### src/rtl/seq_reco.sv
// -----------------------------------------------------------------------------
// seq_reco -- sequential recorrelator for unipolar stochastic bitstreams.
//
// Re-times the bits of two streams so that the output pair is pushed toward
// maximal positive correlation (SCC -> +1). A 1 that arrives on one stream
// without a partner is held as a "credit" in a small signed saturating
// counter. It is released later, paired with a lone 1 on the other stream.
// Held credits are not flushed at end of stream; they are discarded by reset.
//
// Parameters:
//   DEPTH     maximum number of unmatched 1s held for one stream (>= 1)
//
// Ports:
//   clk       input   system clock, rising-edge active
//   rst_n     input   synchronous reset, active-low
//   x         input   stream X bit for the current cycle
//   y         input   stream Y bit for the current cycle
//   x_reco_r  output  registered recorrelated X bit (one edge latency)
//   y_reco_r  output  registered recorrelated Y bit (one edge latency)
// -----------------------------------------------------------------------------
module seq_reco #(
   parameter int DEPTH = 1
) (
   input  logic clk,
   input  logic rst_n,
   input  logic x,
   input  logic y,
   output logic x_reco_r,
   output logic y_reco_r
);

   // Counter spans -DEPTH..+DEPTH: magnitude bits plus a sign bit.
   localparam int CW = $clog2(DEPTH + 1) + 1;

   localparam logic signed [CW-1:0] C_MAX  = CW'(DEPTH);
   localparam logic signed [CW-1:0] C_MIN  = -C_MAX;
   localparam logic signed [CW-1:0] C_ONE  = CW'(1);

   // r_c > 0 : r_c X-ones held;  r_c < 0 : |r_c| Y-ones held.
   logic signed [CW-1:0] r_c;
   logic signed [CW-1:0] w_c_next;
   logic                 w_ox;
   logic                 w_oy;

   // NOTE: every signal assigned in this block gets a default first, so no
   // path leaves it unassigned and no latch is inferred.
   always_comb begin
      w_c_next = r_c;
      w_ox     = x;   // (1,1) and (0,0) pass straight through
      w_oy     = y;

      unique case ({x, y})
         2'b10: begin
            if (r_c[CW-1]) begin
               // A Y-one is held: pair it with this X-one.
               w_ox     = 1'b1;
               w_oy     = 1'b1;
               w_c_next = r_c + C_ONE;
            end else if (r_c != C_MAX) begin
               // Room left: hold the X-one for a later Y-one.
               w_ox     = 1'b0;
               w_oy     = 1'b0;
               w_c_next = r_c + C_ONE;
            end
            // Saturated: default pass-through of (1,0), counter unchanged.
         end
         2'b01: begin
            if (!r_c[CW-1] && (r_c != '0)) begin
               // An X-one is held: pair it with this Y-one.
               w_ox     = 1'b1;
               w_oy     = 1'b1;
               w_c_next = r_c - C_ONE;
            end else if (r_c != C_MIN) begin
               // Room left: hold the Y-one for a later X-one.
               w_ox     = 1'b0;
               w_oy     = 1'b0;
               w_c_next = r_c - C_ONE;
            end
            // Saturated: default pass-through of (0,1), counter unchanged.
         end
         default: begin
            // (0,0) and (1,1) keep the defaults.
         end
      endcase
   end

   // NOTE: state updates use non-blocking assignments so every flop samples
   // the pre-edge values, independent of statement order.
   always_ff @(posedge clk) begin
      if (!rst_n) begin
         r_c      <= '0;
         x_reco_r <= 1'b0;
         y_reco_r <= 1'b0;
      end else begin
         r_c      <= w_c_next;
         x_reco_r <= w_ox;
         y_reco_r <= w_oy;
      end
   end

endmodule

### config.mk
export PLATFORM = sky130hd
export DESIGN_NAME = seq_reco
export DESIGN_NICKNAME = d
export VERILOG_FILES = /design/src/rtl/seq_reco.sv
export SDC_FILE = /design/constraint.sdc
export NUM_CORES = 1
export LEC_CHECK = 0
export CAP_MARGIN = 20
export CORE_AREA = 2 2 39 41
export DETAILED_ROUTE_END_ITERATION = 6
export DIE_AREA = 0 0 41 43
export SYNTH_ARGS = -nofsm -noshare
export SYNTH_HDL_FRONTEND = slang
export SYNTH_SLANG_ARGS = --single-unit
### constraint.sdc
create_clock -name clk -period 2 [get_ports clk]
set_input_delay 0.4 -clock clk [delete_from_list [all_inputs] [get_ports clk]]
set_output_delay 0.4 -clock clk [all_outputs]
set_load 0.05 [all_outputs]
==> results of run 1 <==
==> flip-flops by register name, indices dropped and copies added (netlist names) <==
name	flops
y_reco_r	1
x_reco_r	1
r_c	2
==> kinds of logic (layout without fill, tap and decap cells) <==
| group | after synthesis | in the layout | synth area share (%) |
|---|---|---|---|
| and+or+nand+nor | 9 | 9 | 15.3 |
| DFF | 4 | 4 | 25.8 |
| muxes | 1 | 1 | 4.84 |
| buffers and inverters | 4 | 13 | 4.84 |
| AOI/OAI and AO/OA | 10 | 10 | 25.0 |
| adders and majority gates | 6 | 6 | 24.2 |
==> placed cells by master, fill, tap and decap left out, drive strengths merged <==
master,n
ha,6
nand2,5
clkdlybuf4s50,5
inv,4
dfxtp,4
clkbuf,3
nor3b,2
a21oi,2
a21o,2
and2b,1
o21bai,1
mux2,1
a22o,1
o221ai,1
and2,1
o21ai,1
o21a,1
a22oi,1
buf,1
==> worst reg2reg max path: stages (launching register included) <==
cell      delay, ns
dfxtp_1        0.38
inv_1          0.10
ha_1           0.23
o21bai_1       0.16
mux2_4         0.26
o221ai_2       0.14
and2_1         0.13
==> per-stage QoR <==
stage / area [um2] / power, mW / hold slack, ns / worst slack (ns)
5_1_grt: 410 / 0.298 / 0.602 / 0.226
6_report: 410 / 0.269 / 0.569 / 0.287
3_5_place_dp: 388 / 0.175 / 0.568 / 0.0453
2_1_floorplan: 310 / 0.151 / 0.500 / 0.649
4_1_cts: 410 / 0.276 / 0.572 / 0.272
3_3_place_gp: 388 / 0.175 / 0.561 / 0.0610
==> power groups by stage <==
stage	Combinational [mW]	Sequential (mW)	Clock [mW]
2_1_floorplan	0.0456	0.106	0
3_3_place_gp	0.0783	0.0962	0
3_5_place_dp	0.0789	0.0964	0
4_1_cts	0.0789	0.0952	0.102
5_1_grt	0.0889	0.0963	0.113
6_report	0.0782	0.0949	0.0963
==> area by class of cell <==
class / instances / area (um2) / area share, %
clock buffer: 3 / 22.5 / 5.49
inverter: 4 / 15.0 / 3.66
multi-input combinational: 26 / 215 / 52.4
sequential: 4 / 80.1 / 19.5
tap: 16 / 20.0 / 4.88
timing repair buffer: 6 / 57.6 / 14.0
==> worst max path at each step <==
stage                to  slack, ns  cells after the start
6_report       y_reco_r       0.29                      1
5_1_grt        x_reco_r       0.23                      6
4_1_cts        y_reco_r       0.27                      1
3_5_place_dp   x_reco_r       0.05                      6
3_3_place_gp   y_reco_r       0.06                      6
2_1_floorplan  x_reco_r       0.65                      5
==> layer usage <==
layer / share of wire, % / vias up / GRT usage (%)
li1: - / 136 / -
met1: 48 / 122 / 10.9
met4: 0 / 0 / 4.00
met3: 6.6 / 0 / 6.28
met5: 0 / - / 0
met2: 45 / 6 / 11.6
==> results.cfg, run 1 <==
[synthesis]
yosys_register_bits = 4
yosysTopAreaCell = dfxtp_1
synth_top_area_share_pct = 25.8
syn-num-nets = 44
synth.area.top_cells = dfxtp_1 26%, ha_1 24%, nand2_1 6.0%, a21o_1 4.8%, inv_1 4.8%
synth_common_cells = 6 x ha_1, 5 x nand2_1, 4 x dfxtp_1, 4 x inv_1
syn_avg_cell_area_um2 = 9.13
synth.distinct_cells = 16
yosysMostFrequentCell = ha_1
synth_ff_type = dfxtp_1
synth_edf_count = 0
netlist_area_um2 = 310
ys_seq_area_share_pct = 25.8
netlist_instances = 34
ys_warn_count = 0
async_reset_ff_share_pct = 0

[die]
die_h_um = 43
die_area_um2 = 1760
ios = 6
start_util_pct = 22.4
die_x_um = 41
core_um2 = 1380
num_rows = 14

[cells_and_area]
nFillCells = 149
drive_gt1_share_pct = 16.3
stdcell_count = 59
diodes = 0
area_delta_synth_final_pct = 32.3
nets = 55
fin_util_pct = 29.7

[setup_path]
path_buf_inv = 1
critPathTopFamily = buffers and inverters
worstSetupPathType = register to output port
cpPeakStageDelay_ns = 0.79
crit_fanout = 1
r2r-start = r_c[1]
reg2reg_to = r_c[0]
reg2reg_slack_ns = 0.53
end_kind = output port
path_cells = clkdlybuf4s50_1
start_kind = register
worstPathRequired_ns = 1.60
critPathArrivalTime_ns = 1.31
cp-startpoint = y_reco_r
crit_path_top_delay_cell = clkdlybuf4s50_1
rr_worst_depth = 6

[grt]
track_usage_pct = 8.93
grt_start_max_net_pins = 7
overflow = 0
grt_pass1_wl_um = 1030
antenna_found_initial = 0
grt_pass1_vias = 253

[pwr]
power.internal_mw = 0.194
p_per_area_nw_per_um2 = 656
switching_share_pct = 28.1
combPwrFrac_pct = 29.0
p_sw_mw = 0.0757
peakVddDrop_mv = 0.355
p_clk_share_pct = 35.8
p_leak_nw = 0.194
p_seq_share_pct = 35.2

[placed_design]
dp_cells = 56
dp_hpwl_um = 418
io_buffers = 5
gp_congestion = 0.829

[timing]
period_needed_ns = 1.71
tightest_slew_ns = 0.489
finClkSkew_ns = 0.00330
hold_viol = 0
tns_ns = 0
setup_viol = 0
rsz0062_at_grt = false
slew_viol_final = 0
fin_crit_sh_pct = 85.6
clock.fmax_ghz = 0.584
max_slew_margin_pct = 67.3

[cts]
cts_max_level = 1
clock_latency_ns = 0.23
ctsHoldBuffers = 0
numCtsBuffers = 3
postCtsSetupBuffers = 0
root_buffer = clkbuf_4
clkSinkCount = 4
cts_resized = 0
clock_path_buffers = 2
cts_tree = built
clkSlewWorstSetupHoldPaths_ns = 0.04

[min_path]
hold_path_class = register to register
hold_path_depth = 2
holdCritStartpoint = r_c[1]
holdPathEnd = r_c[1]

[routing]
wl_per_cell_um = 8.69
postRouteAntennaNets = 0
drc = 0
via_count = 264
routed_via_density = 4.47
wl_um = 513
firstDrtPassIters = 3
drt_iter0_drc = 7

[flow_run]
drv_cap = 0

[status]
status = completed
(Power assumes the default switching activity.)
==> run 2: changes to the inputs <==
--- a/config.mk
+++ b/config.mk
@@ -9,6 +9,8 @@
 export CORE_AREA = 2 2 39 41
 export DETAILED_ROUTE_END_ITERATION = 6
 export DIE_AREA = 0 0 41 43
+export PLACE_DENSITY = 0.55
+export RECOVER_POWER = 100
 export SYNTH_ARGS = -nofsm -noshare
 export SYNTH_HDL_FRONTEND = slang
 export SYNTH_SLANG_ARGS = --single-unit
==> constraint.sdc (replaced) <==
create_clock -name clk -period 1.4 [get_ports clk]
set_input_delay 0.28 -clock clk [delete_from_list [all_inputs] [get_ports clk]]
set_output_delay 0.28 -clock clk [all_outputs]
set_load 0.05 [all_outputs]
==> results.cfg, run 2 (same netlist as run 1, synthesis figures left out) <==
[die]
ios = 6
num_rows = 14
die_h_um = 43
core_um2 = 1380
start_util_pct = 22.4
die_area_um2 = 1760
die_x_um = 41

[cts]
clock_path_buffers = 2
clkSinkCount = 4
cts_tree = built
ctsHoldBuffers = 0
cts_max_level = 1
root_buffer = clkbuf_4
clock_latency_ns = 0.23
clkSlewWorstSetupHoldPaths_ns = 0.04
numCtsBuffers = 3

[setup_path]
worstSetupPathType = register to register
reg2reg_slack_ns = 0.03
critPathArrivalTime_ns = 1.49
worstPathRequired_ns = 1.52
rr_worst_depth = 5
end_kind = register
crit_fanout = 3
start_kind = register

[cells_and_area]
finish.instance_area_um2 = 490
drive_gt1_share_pct = 44.0
nets = 62
nFillCells = 142
largest_register = r_c
regArea_um2 = 85.1
reg.largest.list = r_c: 2 flops, x_reco_r: 1 flops, y_reco_r: 1 flops
area_delta_synth_final_pct = 58.1
fin_util_pct = 35.4
diodes = 0
mostFrequentLayoutCells = 8 x buf_4, 5 x nand2_1, 5 x ha_2, 3 x inv_1, 3 x clkbuf_4
largest_reg_flops = 2
mostFrequentLayoutCell = buf_4
multi_input_area_um2 = 235

[grt]
track_usage_pct = 10.2
antenna_found_initial = 0
grt_pass1_vias = 295
grt_pass1_wl_um = 1200
grt_start_max_net_pins = 7
overflow = 0

[placed_design]
io_buffers = 5
dp_hpwl_um = 504
dp_slack_ns = -0.419
placed_area_um2 = 460
gp_congestion = 0.775

[routing]
firstDrtPassIters = 4
via_count = 294
drc = 0
postRouteAntennaNets = 0
wl_um = 645
wl_per_cell_um = 9.77
routed_via_density = 4.45
drt_iter0_drc = 5

[timing]
hold_viol = 0
slew_viol_final = 0
fin_crit_sh_pct = 97.8
setup_viol = 0
setup_ws_ns = 0.0311
finClkSkew_ns = 0.00408
rsz0062_at_grt = false
max_slew_margin_pct = 66.3
period_needed_ns = 1.37
tightest_slew_ns = 0.505
clock.fmax_ghz = 0.731

[min_path]
hold_path_class = input pin to register
hold_path_depth = 3

[pwr]
p_leak_nw = 0.262
peakVddDrop_mv = 0.713
p_per_area_nw_per_um2 = 845

[flow_run]
drv_cap = 0

[status]
status = completed
run 2: cell types whose count changed in the layout (fill, tap and decap cells not counted), sizes merged:
| cell | change |
|---|---|
| buf | +7 |
| clkdlybuf4s50 | -4 |
| dlygate4sd2 | +2 |
| dlymetal6s2s | +2 |
run 2: per-layer routing:
metal	share of wire, %	wire length, um	vias up	global-route usage, %
met2	52	337	10	15.3
li1	-	-	150	-
met4	0	0	0	0
met5	0	0	-	0
met1	42	270	134	12.2
met3	5.7	37	0	7.85
run 2: layout make-up:
| cell class | count | area share (%) |
|---|---|---|
| Sequential cell | 4 | 17.3 |
| Clock buffer | 3 | 4.59 |
| Tap cell | 16 | 4.08 |
| Timing Repair Buffer | 13 | 23.0 |
| Multi-Input combinational cell | 26 | 48.0 |
| Inverter | 4 | 3.06 |
run 2: through the flow:
step / power [mW] / std cells / hold WS (ns) / setup TNS [ns]
finish: 0.415 / 66 / 0.528 / 0
global route: 0.456 / 66 / 0.541 / 0
CTS: 0.430 / 66 / 0.529 / 0
detailed placement: 0.286 / 63 / 0.600 / -1.48
global placement: 0.286 / 63 / 0.583 / -1.45
floorplan: 0.216 / 34 / 0.390 / 0
run 2: where the power goes:
part / total [mW] / switching (mW) / leakage [nW] / internal [mW]
registers: 0.136 / 0.00935 / 0.0340 / 0.127
logic: 0.142 / 0.0657 / 0.214 / 0.0763
clock network: 0.136 / 0.0409 / 0.0138 / 0.0954
total: 0.415 / 0.116 / 0.262 / 0.299
run 2: critical path, stage by stage, from the launching register on:
cell and delay (ns):
dfxtp_2 0.32, buf_4 0.14, ha_2 0.19, a22o_4 0.26
o21a_1 0.18, a21o_1 0.17
run 2: worst paths after layout:
check,start,to
min reg2reg,r_c[1],r_c[1]
max reg2reg,r_c[1],x_reco_r
min,x,x_reco_r
max,r_c[1],x_reco_r
run 2: timing repair:
action,4_1_cts,5_1_grt
pin swaps,0,2
setup buffers,0,0
cloned,0,0
gates resized for setup,6,6
setup endpoints to repair,4,3
==> run 3: changes to the inputs <==
--- a/config.mk
+++ b/config.mk
@@ -6,10 +6,12 @@
 export NUM_CORES = 1
 export LEC_CHECK = 0
 export CAP_MARGIN = 20
+export CELL_PAD_IN_SITES_DETAIL_PLACEMENT = 0
+export CELL_PAD_IN_SITES_GLOBAL_PLACEMENT = 1
 export CORE_AREA = 2 2 39 41
 export DETAILED_ROUTE_END_ITERATION = 6
 export DIE_AREA = 0 0 41 43
-export PLACE_DENSITY = 0.55
+export PLACE_DENSITY = 0.65
 export RECOVER_POWER = 100
 export SYNTH_ARGS = -nofsm -noshare
 export SYNTH_HDL_FRONTEND = slang
==> constraint.sdc (replaced) <==
create_clock -name clk -period 1.4 [get_ports clk]
set_input_delay 0.28 -clock clk [delete_from_list [all_inputs] [get_ports clk]]
set_output_delay 0.28 -clock clk [all_outputs]
set_load 0.01 [all_outputs]
==> results.cfg, run 3 (same netlist as run 1, synthesis figures left out) <==
[status]
status = completed

[die]
num_rows = 14
start_util_pct = 22.4
die_area_um2 = 1760
die_h_um = 43
ios = 6
core_um2 = 1380
die_x_um = 41

[min_path]
holdPathEnd = x_reco_r
holdCritStartpoint = x
hold_path_depth = 3
hold_path_class = input pin to register

[timing]
tightest_slew_ns = 0.248
setup_ws_ns = 0.0559
setup_viol = 0
hold_viol = 0
clock.fmax_ghz = 0.744
rsz0062_at_grt = true
period_needed_ns = 1.34
hold_ws_ns = 0.518
fin_crit_sh_pct = 96.0
slew_viol_final = 0
max_slew_margin_pct = 83.4
finClkSkew_ns = 0.00487

[cells_and_area]
drive_gt1_share_pct = 43.4
finish.instance_area_um2 = 495
mostFrequentLayoutCells = 11 x buf_4, 5 x nand2_1, 4 x inv_1, 4 x ha_2
nets = 65
area_delta_synth_final_pct = 59.7
reg.largest.list = r_c: 2 flops, x_reco_r: 1 flops, y_reco_r: 1 flops
fin_util_pct = 35.8
largest_reg_flops = 2
largest_register = r_c
diodes = 0
nFillCells = 146
mostFrequentLayoutCell = buf_4

[setup_path]
end_kind = register
reg2reg_slack_ns = 0.06
reg2reg_to = x_reco_r
r2r-start = r_c[1]
path_cells = buf_4, ha_2, a22o_2, o21a_1, a21o_1
crit_fanout = 3
crit_path_top_delay_cell = dfxtp_2
start_kind = register
worstPathRequired_ns = 1.52
critPathArrivalTime_ns = 1.46
worstSetupPathType = register to register
critPathTopFamily = compound AO/OA/AOI/OAI gates
path_buf_inv = 1
rr_worst_depth = 5
cpPeakStageDelay_ns = 0.32

[grt]
grt_start_max_net_pins = 6
track_usage_pct = 9.74
grt_pass1_wl_um = 1060
antenna_found_initial = 0
overflow = 0
grt_pass1_vias = 266

[routing]
routed_via_density = 4.20
firstDrtPassIters = 3
drc = 0
postRouteAntennaNets = 0
wl_um = 584
wl_per_cell_um = 8.46
drt_iter0_drc = 2
via_count = 290

[pwr]
power.total_mw = 0.410
p_per_area_nw_per_um2 = 827
peakVddDrop_mv = 0.471
p_leak_nw = 0.240

[cts]
ctsHoldBuffers = 0
clkSinkCount = 4
clkSlewWorstSetupHoldPaths_ns = 0.04
postCtsSetupBuffers = 0
root_buffer = clkbuf_4
clock_path_buffers = 2
clock_latency_ns = 0.23
cts_max_level = 1
cts_tree = built
numCtsBuffers = 3

[placed_design]
gp_congestion = 0.749
io_buffers = 5
dp_hpwl_um = 477
placed_area_um2 = 463
dp_slack_ns = -0.382

[flow_run]
drv_cap = 0
[run 3: layout make-up]
cell class | instances | area (um2) | share of cell area [%]
clock buffers | 3 | 22.5 | 4.55
inverters | 4 | 15.0 | 3.03
multi-input cells | 26 | 225 | 45.5
flip-flops and latches | 4 | 82.6 | 16.7
well taps | 16 | 20.0 | 4.04
repair buffers | 16 | 130 | 26.3
[run 3: power breakdown]
group | leakage, nW | internal, mW | switching [mW]
logic | 0.193 | 0.0831 | 0.0529
clock network | 0.0138 | 0.0955 | 0.0431
registers | 0.0337 | 0.127 | 0.00781
total | 0.240 | 0.306 | 0.104
[run 3: what timing repair did]
item	CTS	global route
endpoints found under the setup margin	4	3
resized for setup	5	3
pin swaps	0	0
gates cloned	0	0
[run 3: worst min-delay path, delay by kind of cell]
| family | cells | cell delay [ns] |
|---|---|---|
| AOI/OAI and AO/OA | 1 | 0.09 |
| buffers and inverters | 2 | 0.34 |
[run 3: worst max path at each step]
| stage | start | endpoint | slack (ns) | cells past startpoint |
|---|---|---|---|---|
| 2_1_floorplan | r_c[1] | r_c[0] | 0.06 | 6 |
| 6_report | r_c[1] | x_reco_r | 0.06 | 5 |
| 4_1_cts | r_c[1] | x_reco_r | 0.02 | 5 |
| 3_3_place_gp | x | x_reco_r | -0.38 | 6 |
| 5_1_grt | r_c[1] | r_c[0] | -0.002 | 6 |
| 3_5_place_dp | y | x_reco_r | -0.38 | 6 |
[run 3: per-layer routing]
metal | wire length, um | vias up | part of all wire (%) | track usage [%]
met5 | 0 | - | 0 | 0
met4 | 0 | 0 | 0 | 4.00
met3 | 32 | 0 | 5.5 | 9.42
met2 | 285 | 5 | 49 | 11.9
met1 | 266 | 128 | 46 | 11.3
li1 | - | 157 | - | -
[run 3: stage by stage]
| stage | setup TNS (ns) | std cells |
|---|---|---|
| floorplan | 0 | 34 |
| global placement | -1.42 | 66 |
| detailed placement | -1.43 | 66 |
| CTS | 0 | 69 |
| global route | -0.00174 | 69 |
| finish | 0 | 69 |
